==> src/rtl/memory_stage_pkg.sv <==
// Shared types for the MEM stage: pipeline registers, memory mode encoding and the bus FSM states.
// MEM_ALIGN_CHECK_EN adds the memFault field to REG_MEM_WB.
package memory_stage_pkg;

  localparam int XLEN = 64;

  typedef enum logic [1:0] {
    SIZE_B = 2'd0,
    SIZE_H = 2'd1,
    SIZE_W = 2'd2,
    SIZE_D = 2'd3
  } mem_size_e;

  typedef struct packed {
    logic      is_unsigned;
    mem_size_e size;
  } MEM_MODE;

  typedef enum logic [1:0] {
    MEM_IDLE = 2'd0,
    MEM_REQ  = 2'd1,
    MEM_DONE = 2'd2
  } mem_state_e;

  typedef struct packed {
    logic            valid;
    logic            isWriteBack;
    logic [4:0]      wd;
    logic [XLEN-1:0] aluOut;
    logic [XLEN-1:0] rs2;
    logic            isMemRead;
    logic            isMemWrite;
    MEM_MODE         memMode;
    logic [XLEN-1:0] instrAddr;
    logic [31:0]     instr;
    logic            isBranch;
    logic [XLEN-1:0] pcBranch;
  } REG_EX_MEM;

  typedef struct packed {
    logic            valid;
    logic            isWriteBack;
    logic [4:0]      wd;
    logic [XLEN-1:0] wbData;
    logic [XLEN-1:0] instrAddr;
    logic [31:0]     instr;
    logic            isBranch;
    logic [XLEN-1:0] pcBranch;
`ifdef MEM_ALIGN_CHECK_EN
    logic            memFault;
`endif
  } REG_MEM_WB;

  typedef struct packed {
    logic            valid;
    logic            isWb;
    logic [4:0]      wd;
    logic [XLEN-1:0] wdData;
  } FORWARD_SOURCE;

  // Byte-enable pattern for an access of the given size starting at lane 0.
  function automatic logic [7:0] size_mask(input mem_size_e size);
    case (size)
      SIZE_B:  return 8'h01;
      SIZE_H:  return 8'h03;
      SIZE_W:  return 8'h0F;
      default: return 8'hFF;
    endcase
  endfunction

endpackage

==> src/rtl/memory_stage_mem_align.sv <==
// Combinational lane steering: store data/strobe shifted to the beat lane, load beat shifted down and extended.
// Zero latency, no flow control; lanes beyond byte 7 fall off the end of the beat.
module memory_stage_mem_align
  import memory_stage_pkg::*;
(
  input  logic [2:0]      addr_lo,
  input  MEM_MODE         mode,
  input  logic [XLEN-1:0] store_data,
  input  logic [XLEN-1:0] load_beat,
  output logic [XLEN-1:0] store_lane,
  output logic [7:0]      strobe,
  output logic [XLEN-1:0] load_ext
);

  logic [5:0]      shamt;
  logic [XLEN-1:0] raw;
  logic            sext;

  assign shamt      = {addr_lo, 3'b000};
  assign store_lane = store_data << shamt;
  assign strobe     = size_mask(mode.size) << addr_lo;
  assign raw        = load_beat >> shamt;
  assign sext       = ~mode.is_unsigned;

  always_comb begin
    load_ext = raw;
    case (mode.size)
      SIZE_B:  load_ext = {{56{sext & raw[7]}},  raw[7:0]};
      SIZE_H:  load_ext = {{48{sext & raw[15]}}, raw[15:0]};
      SIZE_W:  load_ext = {{32{sext & raw[31]}}, raw[31:0]};
      default: load_ext = raw;
    endcase
  end

endmodule

==> src/rtl/memory_stage.sv <==
// MEM stage: one bus transaction per load/store, IDLE->REQ->DONE; non-mem ops pass in 1 cycle, mem ops 1 + bus latency.
// Stalls the pipeline via ok_to_proceed until the response lands; MEM_ALIGN_CHECK_EN faults misaligned accesses.
module memory_stage
  import memory_stage_pkg::*;
(
  input  logic            clk,
  input  logic            rst,
  input  REG_EX_MEM       moduleIn,
  output REG_MEM_WB       moduleOut,
  output FORWARD_SOURCE   forwardSource,
  output logic            ok_to_proceed,
  input  logic            ok_to_proceed_overall,
  output logic            dreq_valid,
  output logic [XLEN-1:0] dreq_addr,
  output logic            dreq_write,
  output logic [1:0]      dreq_size,
  output logic [7:0]      dreq_strobe,
  output logic [XLEN-1:0] dreq_data,
  input  logic            dresp_ok,
  input  logic [XLEN-1:0] dresp_data
);

  mem_state_e      state;
  logic [XLEN-1:0] load_beat_q;
  logic [XLEN-1:0] load_ext;
  logic [XLEN-1:0] wb_data;
  logic            mem_op;
  logic            fault;
  logic            advance;

  assign mem_op = moduleIn.valid & (moduleIn.isMemRead | moduleIn.isMemWrite);

`ifdef MEM_ALIGN_CHECK_EN
  logic [2:0] align_mask;
  assign align_mask = 3'((4'd1 << moduleIn.memMode.size) - 4'd1);
  assign fault      = mem_op & (|(moduleIn.aluOut[2:0] & align_mask));
`else
  assign fault = 1'b0;
`endif

  memory_stage_mem_align u_align (
    .addr_lo    (moduleIn.aluOut[2:0]),
    .mode       (moduleIn.memMode),
    .store_data (moduleIn.rs2),
    .load_beat  (load_beat_q),
    .store_lane (dreq_data),
    .strobe     (dreq_strobe),
    .load_ext   (load_ext)
  );

  // Gated by rst so an abandoned request drops in the same cycle reset arrives.
  assign dreq_valid = ~rst & (((state == MEM_IDLE) & mem_op & ~fault) | (state == MEM_REQ));
  assign dreq_addr  = moduleIn.aluOut;
  assign dreq_write = moduleIn.isMemWrite;
  assign dreq_size  = moduleIn.memMode.size;

  assign ok_to_proceed = ~(((state == MEM_IDLE) & mem_op) | (state == MEM_REQ));
  assign advance       = ok_to_proceed & ok_to_proceed_overall;
  assign wb_data       = ((state == MEM_DONE) & moduleIn.isMemRead) ? load_ext : moduleIn.aluOut;

  assign forwardSource.valid  = moduleIn.valid & (moduleIn.wd != 5'd0);
  assign forwardSource.isWb   = moduleIn.isWriteBack & ~fault;
  assign forwardSource.wd     = moduleIn.wd;
  assign forwardSource.wdData = wb_data;

  always_ff @(posedge clk or posedge rst) begin
    if (rst) begin
      state       <= MEM_IDLE;
      load_beat_q <= '0;
      moduleOut   <= '0;
    end else begin
      case (state)
        MEM_IDLE: if (mem_op) state <= fault ? MEM_DONE : MEM_REQ;
        MEM_REQ: begin
          if (dresp_ok) begin
            load_beat_q <= dresp_data;
            state       <= MEM_DONE;
          end
        end
        // Wait here while other stages stall; the access is not reissued.
        MEM_DONE: if (ok_to_proceed_overall) state <= MEM_IDLE;
        default:  state <= MEM_IDLE;
      endcase

      if (advance) begin
        moduleOut.valid       <= moduleIn.valid;
        moduleOut.isWriteBack <= moduleIn.isWriteBack & ~fault;
        moduleOut.wd          <= moduleIn.wd;
        moduleOut.wbData      <= wb_data;
        moduleOut.instrAddr   <= moduleIn.instrAddr;
        moduleOut.instr       <= moduleIn.instr;
        moduleOut.isBranch    <= moduleIn.isBranch;
        moduleOut.pcBranch    <= moduleIn.pcBranch;
`ifdef MEM_ALIGN_CHECK_EN
        moduleOut.memFault    <= fault;
`endif
      end
    end
  end

endmodule
==> config.mk <==
export PLATFORM = sky130hd
export DESIGN_NAME = memory_stage
export DESIGN_NICKNAME = d
export VERILOG_FILES = /design/src/rtl/memory_stage_pkg.sv /design/src/rtl/memory_stage_mem_align.sv /design/src/rtl/memory_stage.sv
export SDC_FILE = /design/constraint.sdc
export NUM_CORES = 1
export LEC_CHECK = 0
export CAP_MARGIN = 20
export CORE_AREA = 5 5 317 319
export DETAILED_ROUTE_END_ITERATION = 16
export DIE_AREA = 0 0 322 324
export SYNTH_ARGS = -nofsm -noshare
export SYNTH_HDL_FRONTEND = slang
export SYNTH_SLANG_ARGS = --single-unit
==> constraint.sdc <==
create_clock -name clk -period 20.6 [get_ports clk]
set_input_delay 5.15 -clock clk [delete_from_list [all_inputs] [get_ports clk]]
set_output_delay 5.15 -clock clk [all_outputs]
set_load 0.01 [all_outputs]
==> flow_metrics.py <==
metrics = {
    "run_status": {
        "status": "finished clean",
    },
    "cts": {
        "path_clk_slew_ps": 50,
        "hold_buffers": 0,
        "clock_latency_ps": 600,
        "cts_setup_buffers": 0,
        "numClockSinks": 298,
        "numCtsBuffers": 40,
        "cts_tree": "done",
        "root_buffer": "clkbuf_16",
        "cts_max_level": 2,
        "postCtsResizedCells": 0,
        "clk_path_buf_depth": 3,
    },
    "timing": {
        "finalCriticalPeriod_ps": 14190,
        "rsz0062_at_grt": "false",
        "post-route-period-util": 0.6889,
        "finalMaxSlewViolations": 0,
        "setup_viol": 0,
        "max_freq_ghz": 0.07046,
        "skew_ps": 13.59,
        "worstMarginPinSlew_ps": 1109,
        "final-hold-violation-count": 0,
        "maxSlewHeadroom": 0.2529,
        "fin_tns_setup_ps": 0,
    },
    "setup_path": {
        "cp-start-kind": "primary input",
        "path_cells": "buf_2 -> buf_4 -> nand2b_1 -> o2111ai_2 -> o21a_1 -> and2_4 -> a21oi_1 -> clkdlybuf4s50_1",
        "cpPeakStageDelay_ps": 880,
        "slowest_stage": "o21a_1",
        "path_class": "primary input to primary output",
        "cp.required_ps": 15450,
        "crit_path_end_kind": "primary output",
        "crit_path_max_fanout": 59,
        "crit_arrival_ps": 9040,
    },
    "power_and_ir_drop": {
        "power_density_nw_per_um2": 130.2,
        "total_power_mw": 3.417,
        "power_leakage_nw": 11.06,
        "vdd_drop_max_uv": 64.54,
    },
    "route": {
        "vias": 15560,
        "drc": 0,
        "ant_nets": 0,
        "avgViaCountPerCell": 4.133,
        "drt_wl_total_um": 86550,
        "drtIter0Drc": 1211,
        "dr.pass1.iters": 5,
        "wl_per_cell_um": 22.99,
    },
    "final_layout": {
        "layout-area-overhead-vs-synth_pct": 64.72,
        "drive_gt1_frac": 0.1213,
        "fin_util": 0.2690,
        "nFillCells": 10380,
        "nets": 2812,
    },
    "floorplan": {
        "rows": 115,
        "core_sq_um": 97560,
        "num_io_pins": 813,
        "die_w_um": 322,
        "die_height_um": 324,
        "dieArea_sq_um": 104300,
        "initial_core_util": 0.1633,
    },
    "logic_synthesis": {
        "yosys_warnings": 0,
        "syn_inst": 1752,
        "avgSynthCellArea_sq_um": 9.094,
        "yosysTopAreaCell": "dfrtp_1",
        "async_flop_share": 1.000,
        "ys.flop_type": "dfrtp_1",
        "synthesis.area_sq_um": 15930,
        "synth_edf_count": 0,
        "yosysSeqAreaShare": 0.4680,
        "synthDistinctLibCells": 47,
        "syn-num-nets": 2121,
        "synth_top_area_share": 0.4680,
        "synth.area.top_cells": "dfrtp_1 47%, nand2_1 14%, mux2_2 10%",
        "ys_ff_latch": 298,
    },
    "job": {
        "max-cap-violations": 0,
    },
    "global_routing": {
        "grt_pass1_vias": 15810,
        "grt_antenna_before_repair": 6,
        "grt_max_degree": 125,
        "grt_use_total": 0.1554,
        "grt_pass1_wl_um": 118400,
        "grt-ovfl-total": 0,
    },
    "min_path": {
        "min_path_type": "register to register",
    },
    "placement": {
        "io_buffers": 812,
        "place.gp.congestion": 0.8621,
        "dp_hpwl_um": 69110,
    },
}
-- routing by layer --
metal	up-vias	GRT usage	wire, um
met4	4	0.04064	2120
met2	718	0.2595	41310
met1	7557	0.1991	36130
li1	7179	-	-
met3	103	0.04292	6961
met5	-	0	22
-- cells in the final DEF, fill, tap and decap left out, types with 4 or more instances in the layout --
cell type        count
a211oi_1            12
o211ai_1             5
clkinv_2             9
mux2_2             145
clkdlybuf4s50_1    809
a21oi_1             75
nor3_1               4
nand2_1            594
clkbuf_8            14
nor2_1             134
buf_4               33
o21a_1               5
nor2b_1              6
a31oi_1             14
or3_1                8
mux2i_1             65
dfrtp_1            298
mux4_2              23
nand2b_1            10
o221ai_1             5
and2_1              19
clkbuf_16           41
diode_2              4
mux2i_2              7
o22ai_1             18
o31ai_1              7
o21ai_0             67
-- worst max-delay path: cells and delay by family --
family	cells	cell delay [ps]
simple gates	2	1060
compound gates	3	1600
buf+inv	3	1180
-- where the power goes --
group | leakage (nW) | internal (mW) | switching [mW]
registers | 3.60 | 0.875 | 0.212
clock network | 0.701 | 0.443 | 0.297
logic | 6.76 | 0.806 | 0.784
-- synthesized netlist by cell type (2+ instances only) --
| master | count |
|---|---|
| o221ai_1 | 5 |
| a31oi_2 | 3 |
| o31ai_1 | 7 |
| a31oi_1 | 14 |
| o22ai_1 | 18 |
| a21oi_1 | 75 |
| mux2_2 | 145 |
| buf_6 | 7 |
| nand2_1 | 595 |
| a211oi_1 | 12 |
| or3_1 | 8 |
| nor3_1 | 4 |
| dfrtp_1 | 298 |
| buf_4 | 80 |
| nor2b_1 | 8 |
| o21ai_0 | 67 |
| o21a_1 | 5 |
| buf_1 | 8 |
| buf_2 | 32 |
| inv_1 | 3 |
| or2_2 | 3 |
| nor2_1 | 136 |
| o211ai_1 | 5 |
| mux4_2 | 23 |
| and2_1 | 20 |
| nand2b_1 | 10 |
| nand3_1 | 2 |
| mux2i_1 | 72 |
| clkbuf_1 | 69 |
-- registers in the layout, summed over array words and instances (netlist names) --
signal       count
load_beat_q     64
moduleOut      232
state            2
-- area by class of cell --
| class | instances | area, sq um | area share |
|---|---|---|---|
| flip-flops and latches | 298 | 7457 | 0.2841 |
| inverters | 3 | 18.77 | 0.0007151 |
| diodes | 4 | 10.01 | 0.0003814 |
| multi-input cells | 1255 | 7387 | 0.2815 |
| clock buffers | 58 | 1230 | 0.04686 |
| clock inverters | 15 | 162.7 | 0.006198 |
| well taps | 1287 | 1610 | 0.06136 |
| repair buffers | 845 | 8369 | 0.3189 |
-- final timing paths --
kind	from	end	slack [ps]	depth (start not counted)
min in group asynchronous	rst	moduleOut[57]$_DFFE_PP0P_	5140	2
max reg2reg	state[0]$_DFFE_PP0P_	moduleOut[178]$_DFFE_PP0P_	16640	5
min reg2reg	moduleOut[0]$_DFFE_PP0P_	moduleOut[0]$_DFFE_PP0P_	470	2
max	moduleIn[232]	forwardSource[29]	6410	8
max in group asynchronous	rst	load_beat_q[10]$_DFFE_PP0P_	13890	3
min	moduleOut[0]$_DFFE_PP0P_	moduleOut[0]$_DFFE_PP0P_	470	2
-- metrics by stage --
stage / area (sq um) / hold WS, ps / setup slack (ps) / std cells
2_1_floorplan: 15930 / 454.9 / 7217 / 1752
3_3_place_gp: 24820 / 457.3 / 6442 / 3685
3_5_place_dp: 24840 / 460.9 / 6446 / 3687
4_1_cts: 26230 / 474.6 / 6434 / 3760
5_1_grt: 26240 / 488.4 / 6244 / 3762
6_report: 26250 / 469.3 / 6408 / 3765
-- logic make-up (layout without fill, tap and decap cells) --
logic type             after synthesis  in the layout  synth area share
multiplexers                       241            241            0.1812
AND/OR/NAND/NOR                    790            790            0.1956
other                                0              4                 0
flip-flops                         298            298            0.4680
AO/OA/AOI/OAI                      224            224           0.08364
buffers and inverters              199            921           0.07154
No activity file was read; power rests on OpenSTA's default activity.
